===== src/rtl/pixel_request_responder.sv =====
// Camera-side FIFO that tags each pixel with its frame coordinates and answers each
// window-controller request assertion with exactly one pixel and a one-cycle strobe.
module pixel_request_responder #(
  parameter int DATA_WIDTH_12                = 12,
  parameter int FRAME_ORIGINAL_CAMERA_WIDTH  = 10,
  parameter int FRAME_ORIGINAL_CAMERA_HEIGHT = 10,
  parameter int FIFO_DEPTH                   = 4
) (
  input  logic                            clk_fpga,
  input  logic                            reset_fpga,
  input  logic                            i_cam_valid,
  input  logic [DATA_WIDTH_12-1:0]        i_cam_pixel,
  output logic                            o_cam_ready,
  input  logic                            i_pixel_request,
  output logic [DATA_WIDTH_12-1:0]        o_pixel,
  output logic [DATA_WIDTH_12-1:0]        o_ori_x,
  output logic [DATA_WIDTH_12-1:0]        o_ori_y,
  output logic                            o_pixel_recieve,
  output logic                            o_frame_end,
  output logic [$clog2(FIFO_DEPTH):0]     o_fifo_level
);

  localparam int PTR_W = $clog2(FIFO_DEPTH);
  localparam int LVL_W = PTR_W + 1;
  localparam logic [DATA_WIDTH_12-1:0] X_LAST   = DATA_WIDTH_12'(FRAME_ORIGINAL_CAMERA_WIDTH - 1);
  localparam logic [DATA_WIDTH_12-1:0] Y_LAST   = DATA_WIDTH_12'(FRAME_ORIGINAL_CAMERA_HEIGHT - 1);
  localparam logic [LVL_W-1:0]         LVL_FULL = LVL_W'(FIFO_DEPTH);

  typedef enum logic [1:0] {IDLE, SERVE, HOLD} state_t;

  state_t state, state_nxt;

  logic [DATA_WIDTH_12-1:0] mem_pix [FIFO_DEPTH];
  logic [DATA_WIDTH_12-1:0] mem_x   [FIFO_DEPTH];
  logic [DATA_WIDTH_12-1:0] mem_y   [FIFO_DEPTH];

  logic [PTR_W-1:0]         wr_ptr, rd_ptr;
  logic [LVL_W-1:0]         level;
  logic [DATA_WIDTH_12-1:0] wr_x, wr_y;
  logic                     full, empty, push, pop;

  logic [DATA_WIDTH_12-1:0] pixel_p1, ori_x_p1, ori_y_p1;
  logic                     vld_p1;

  assign full        = (level == LVL_FULL);
  assign empty       = (level == '0);
  assign o_cam_ready = !full && !reset_fpga;
  assign push        = i_cam_valid && o_cam_ready;

  // ---- stage p0: FIFO storage and write-coordinate tagging
  always_ff @(posedge clk_fpga) begin
    if (push) begin
      mem_pix[wr_ptr] <= i_cam_pixel;
      mem_x[wr_ptr]   <= wr_x;
      mem_y[wr_ptr]   <= wr_y;
    end
  end

  always_ff @(posedge clk_fpga) begin
    if (reset_fpga) begin
      wr_ptr <= '0;
      rd_ptr <= '0;
      level  <= '0;
      wr_x   <= '0;
      wr_y   <= '0;
    end else begin
      if (push) begin
        wr_ptr <= wr_ptr + PTR_W'(1);
        if (wr_x == X_LAST) begin
          wr_x <= '0;
          wr_y <= (wr_y == Y_LAST) ? '0 : wr_y + DATA_WIDTH_12'(1);
        end else begin
          wr_x <= wr_x + DATA_WIDTH_12'(1);
        end
      end
      if (pop) begin
        rd_ptr <= rd_ptr + PTR_W'(1);
      end
      case ({push, pop})
        2'b10:   level <= level + LVL_W'(1);
        2'b01:   level <= level - LVL_W'(1);
        default: level <= level;
      endcase
    end
  end

  // ---- read handshake FSM: one pop per request assertion
  always_ff @(posedge clk_fpga) begin
    if (reset_fpga) begin
      state <= IDLE;
    end else begin
      state <= state_nxt;
    end
  end

  always_comb begin
    state_nxt = state;
    pop       = 1'b0;
    case (state)
      IDLE: begin
        if (i_pixel_request && !empty) begin
          pop       = 1'b1;
          state_nxt = SERVE;
        end
      end
      SERVE:   state_nxt = HOLD;
      HOLD:    if (!i_pixel_request) state_nxt = IDLE;
      default: state_nxt = IDLE;
    endcase
  end

  // ---- stage p1: delivered pixel registers, held until the next delivery
  always_ff @(posedge clk_fpga) begin
    if (reset_fpga) begin
      pixel_p1 <= '0;
      ori_x_p1 <= '0;
      ori_y_p1 <= '0;
    end else if (pop) begin
      pixel_p1 <= mem_pix[rd_ptr];
      ori_x_p1 <= mem_x[rd_ptr];
      ori_y_p1 <= mem_y[rd_ptr];
    end
  end

  assign vld_p1          = (state == SERVE);
  assign o_pixel         = pixel_p1;
  assign o_ori_x         = ori_x_p1;
  assign o_ori_y         = ori_y_p1;
  assign o_pixel_recieve = vld_p1;
  assign o_frame_end     = vld_p1 && (ori_x_p1 == X_LAST) && (ori_y_p1 == Y_LAST);
  assign o_fifo_level    = level;

endmodule


===== config.mk =====
export PLATFORM = sky130hd
export DESIGN_NAME = pixel_request_responder
export DESIGN_NICKNAME = d
export VERILOG_FILES = /design/src/rtl/pixel_request_responder.sv
export SDC_FILE = /design/constraint.sdc
export NUM_CORES = 1
export LEC_CHECK = 0
export ABC_AREA = 1
export BUFFER_PORTS_ARGS = -buffer_cell sky130_fd_sc_hd__buf_2
export CORE_ASPECT_RATIO = 0.6
export CORE_UTILIZATION = 60
export CTS_CLUSTER_DIAMETER = 120
export CTS_CLUSTER_SIZE = 10
export DETAILED_ROUTE_END_ITERATION = 6
export PLACE_DENSITY_LB_ADDON = 0.12
export SYNTH_ARGS = -nofsm -noshare
export SYNTH_HDL_FRONTEND = slang
export SYNTH_SLANG_ARGS = --single-unit
export TNS_END_PERCENT = 5

===== constraint.sdc =====
create_clock -name clk_fpga -period 3.5 [get_ports clk_fpga]
set_input_delay 0.7 -clock clk_fpga [delete_from_list [all_inputs] [get_ports clk_fpga]]
set_output_delay 0.7 -clock clk_fpga [all_outputs]
set_load 0.005 [all_outputs]

==> flow_summary.yaml <==
clocking:
  post-cts-setup-buffers: 0
  max-clock-path-buffers: 3
  cts_buffers: 25
  cts_tree: "done"
  clkLatencyLatePin_ps: 510
  htreeDepth: 1
  cts_root_buffer: "clkbuf_16"
  cts_sinks: 213
  cts_resized: 0
  clk_pin_slew_ps: 50
  holdBufCountCts: 0
worst_setup_path:
  crit_path_start_kind: "register"
  end_kind: "primary output"
  critPathMaxFanout: 3
  arrival_ps: 2020
  path_class: "reg -> out"
  required_ps: 2800
yosys:
  synthesis.nets: 842
  ys_types: 35
  ys_ff_latch: 213
  synth_top_area_share: 0.503
  synth_edf_count: 144
  async_flop_share: 0
  syn_inst: 816
  avgSynthCellArea_sq_um: 10.5
  ys.flop_type: "edfxtp_1"
  ys_top_cells_by_count: "nor2_1, edfxtp_1, o21ai_0"
  syn_area_sq_mm: 0.00859
  synth_most_common_cell: "nor2_1"
  synth_area_leaders: "edfxtp_1, dfxtp_1, nor2_1, o21ai_0, o22ai_1"
  yosysSeqAreaShare: 0.664
  yosysWarnings: 0
  synth_largest_area_cell: "edfxtp_1"
hold_path:
  min_path_type: "in -> reg"
sta:
  grt_setup_unrepaired: "no"
  finalMaxSlewViolations: 0
  period_share: 0.777
  setup_viol_count_final: 0
  skew_ps: 11.5
  layout_setup_ws_ps: 780
  fmax_mhz: 368
  slew_headroom: 0.203
  hold-worst-slack_ps: 411
  post-route-min-period_ps: 2720
  hold_viol_final: 0
  worstMarginPinSlew_ps: 1190
  finalSetupTns_ps: 0
floorplanning:
  die-height_microns: 94.7
  start_util: 0.621
  rows: 33
  pin_count: 58
  die_area_sq_mm: 0.0148
  core_area_sq_mm: 0.0138
  die_w_microns: 156
power:
  p_switching_mw: 1.79
  p_leak_nw: 3.62
  swShare: 0.280
  seq_power_share: 0.474
  power.internal_mw: 4.60
  comb_power_share: 0.173
  powerDensity_mw_per_mm2: 660
  p_clk_frac: 0.353
  vdd_drop_max_v: 0.000383
final_layout:
  nets: 891
  drive_gt1_frac: 0.129
  fillerInstances: 996
  areaGrowthSynthToFinish_pct: 12.8
  insertedDiodeCount: 0
routing:
  wl_per_cell_microns: 18.3
  viasPerCell: 5.77
  ant_nets: 0
  wirelength_microns: 19700
  drc: 0
  vias: 6195
  dr.pass1.iters: 5
  first_iter_violations: 545
place:
  dpl.hpwl_microns: 11500
  routabilityCongestion: 0.834
  dp_slack_ps: 897
  io_buffer_count: 57
global_route:
  grt_max_degree: 74
  grt_overflow: 0
  antenna_found_initial: 0
  grt_pass1_vias: 5793
  grt_pass1_wl_microns: 30600
  gr-usage-all-layers: 0.277
outcome:
  status: "finished clean"
flow_run:
  maxCapViolCount: 0
==> final timing paths <==
kind,depth (start not counted),slack [ps],end,startpoint
min,1,410,mem_pix[3][0]$_DFFE_PP_,i_cam_pixel[0]
min reg2reg,1,480,state[1]$_SDFFE_PP0P_,state[1]$_SDFFE_PP0P_
max reg2reg,10,1440,o_fifo_level[2]$_SDFFE_PP0P_,o_fifo_level[1]$_SDFFE_PP0P_
max,5,780,o_frame_end,o_ori_x[0]$_SDFFE_PP0P_
==> worst max-delay path, cell delays in order, from the launching register on <==
cell and delay (ps):
dfxtp_1 380, inv_1 50, nor4_1 460, nand4_1 340, nor2_1 160, buf_2 130
==> area by class of cell <==
class | instances | area [sq um] | area share
sequential | 213 | 5710 | 0.589
clock inverter | 1 | 8.76 | 0.000904
inverter | 47 | 176 | 0.0182
multi-input combinational | 511 | 2510 | 0.259
tap | 192 | 240 | 0.0248
timing repair buffer | 67 | 360 | 0.0372
clock buffer | 43 | 693 | 0.0715
==> power groups by stage <==
stage	Combinational, mW	Sequential (mW)	Clock, mW
after detailed placement	1.10	3.08	0
after floorplan	0.729	3.06	0
after CTS	1.11	3.03	2.28
after global placement	1.08	3.07	0
after global routing	1.26	3.06	2.38
final	1.11	3.03	2.26
==> kinds of logic after synthesis <==
| logic type | share of synthesized area |
|---|---|
| xor gates and xnor gates | 0.00714 |
| adders and majority gates | 0.0154 |
| and+or+nand+nor | 0.148 |
| buffers and inverters | 0.0476 |
| DFF | 0.664 |
| AOI/OAI and AO/OA | 0.118 |
==> metrics by stage <==
step | std cells | util | total power [mW] | instance area (sq um)
floorplan | 816 | - | 3.79 | 8590
global placement | 1030 | 0.650 | 4.15 | 8990
detailed placement | 1030 | 0.650 | 4.18 | 8990
CTS | 1074 | 0.701 | 6.42 | 9690
global route | 1074 | 0.701 | 6.69 | 9690
finish | 1074 | 0.701 | 6.40 | 9690
==> cell usage in the layout (no fill, tap or decap), types with 2 or more instances in the layout <==
cell type	synthesis	routed
o21ai_0	117	117
clkbuf_16	0	25
nand2_1	54	54
ha_1	9	9
nor2_1	190	186
o21ai_1	10	10
o22ai_1	36	36
nor4_1	6	6
nor2_2	2	2
nand4_1	7	7
edfxtp_1	144	144
inv_2	6	6
nor3_1	10	10
clkbuf_1	17	18
a21oi_1	25	25
xor2_1	6	6
dfxtp_1	69	68
nor2_4	2	6
inv_1	41	41
nand3_2	2	2
buf_4	4	10
nand3_1	24	24
buf_2	16	57
==> per-layer routing <==
metal / vias up / global-route usage / wire length [microns]
met1: 2944 / 0.405 / 8660
li1: 2933 / - / -
met5: - / 0 / 0
met2: 274 / 0.430 / 8630
met4: 0 / 0.0776 / 419
met3: 44 / 0.0482 / 1970
==> registers in the layout (all words and copies together) (netlist names), 3 cells and up <==
register / count
mem_pix: 48
mem_x: 48
mem_y: 48
o_fifo_level: 3
o_ori_x: 12
o_ori_y: 12
o_pixel: 12
wr_x: 12
wr_y: 12
(Power assumes the default switching activity.)
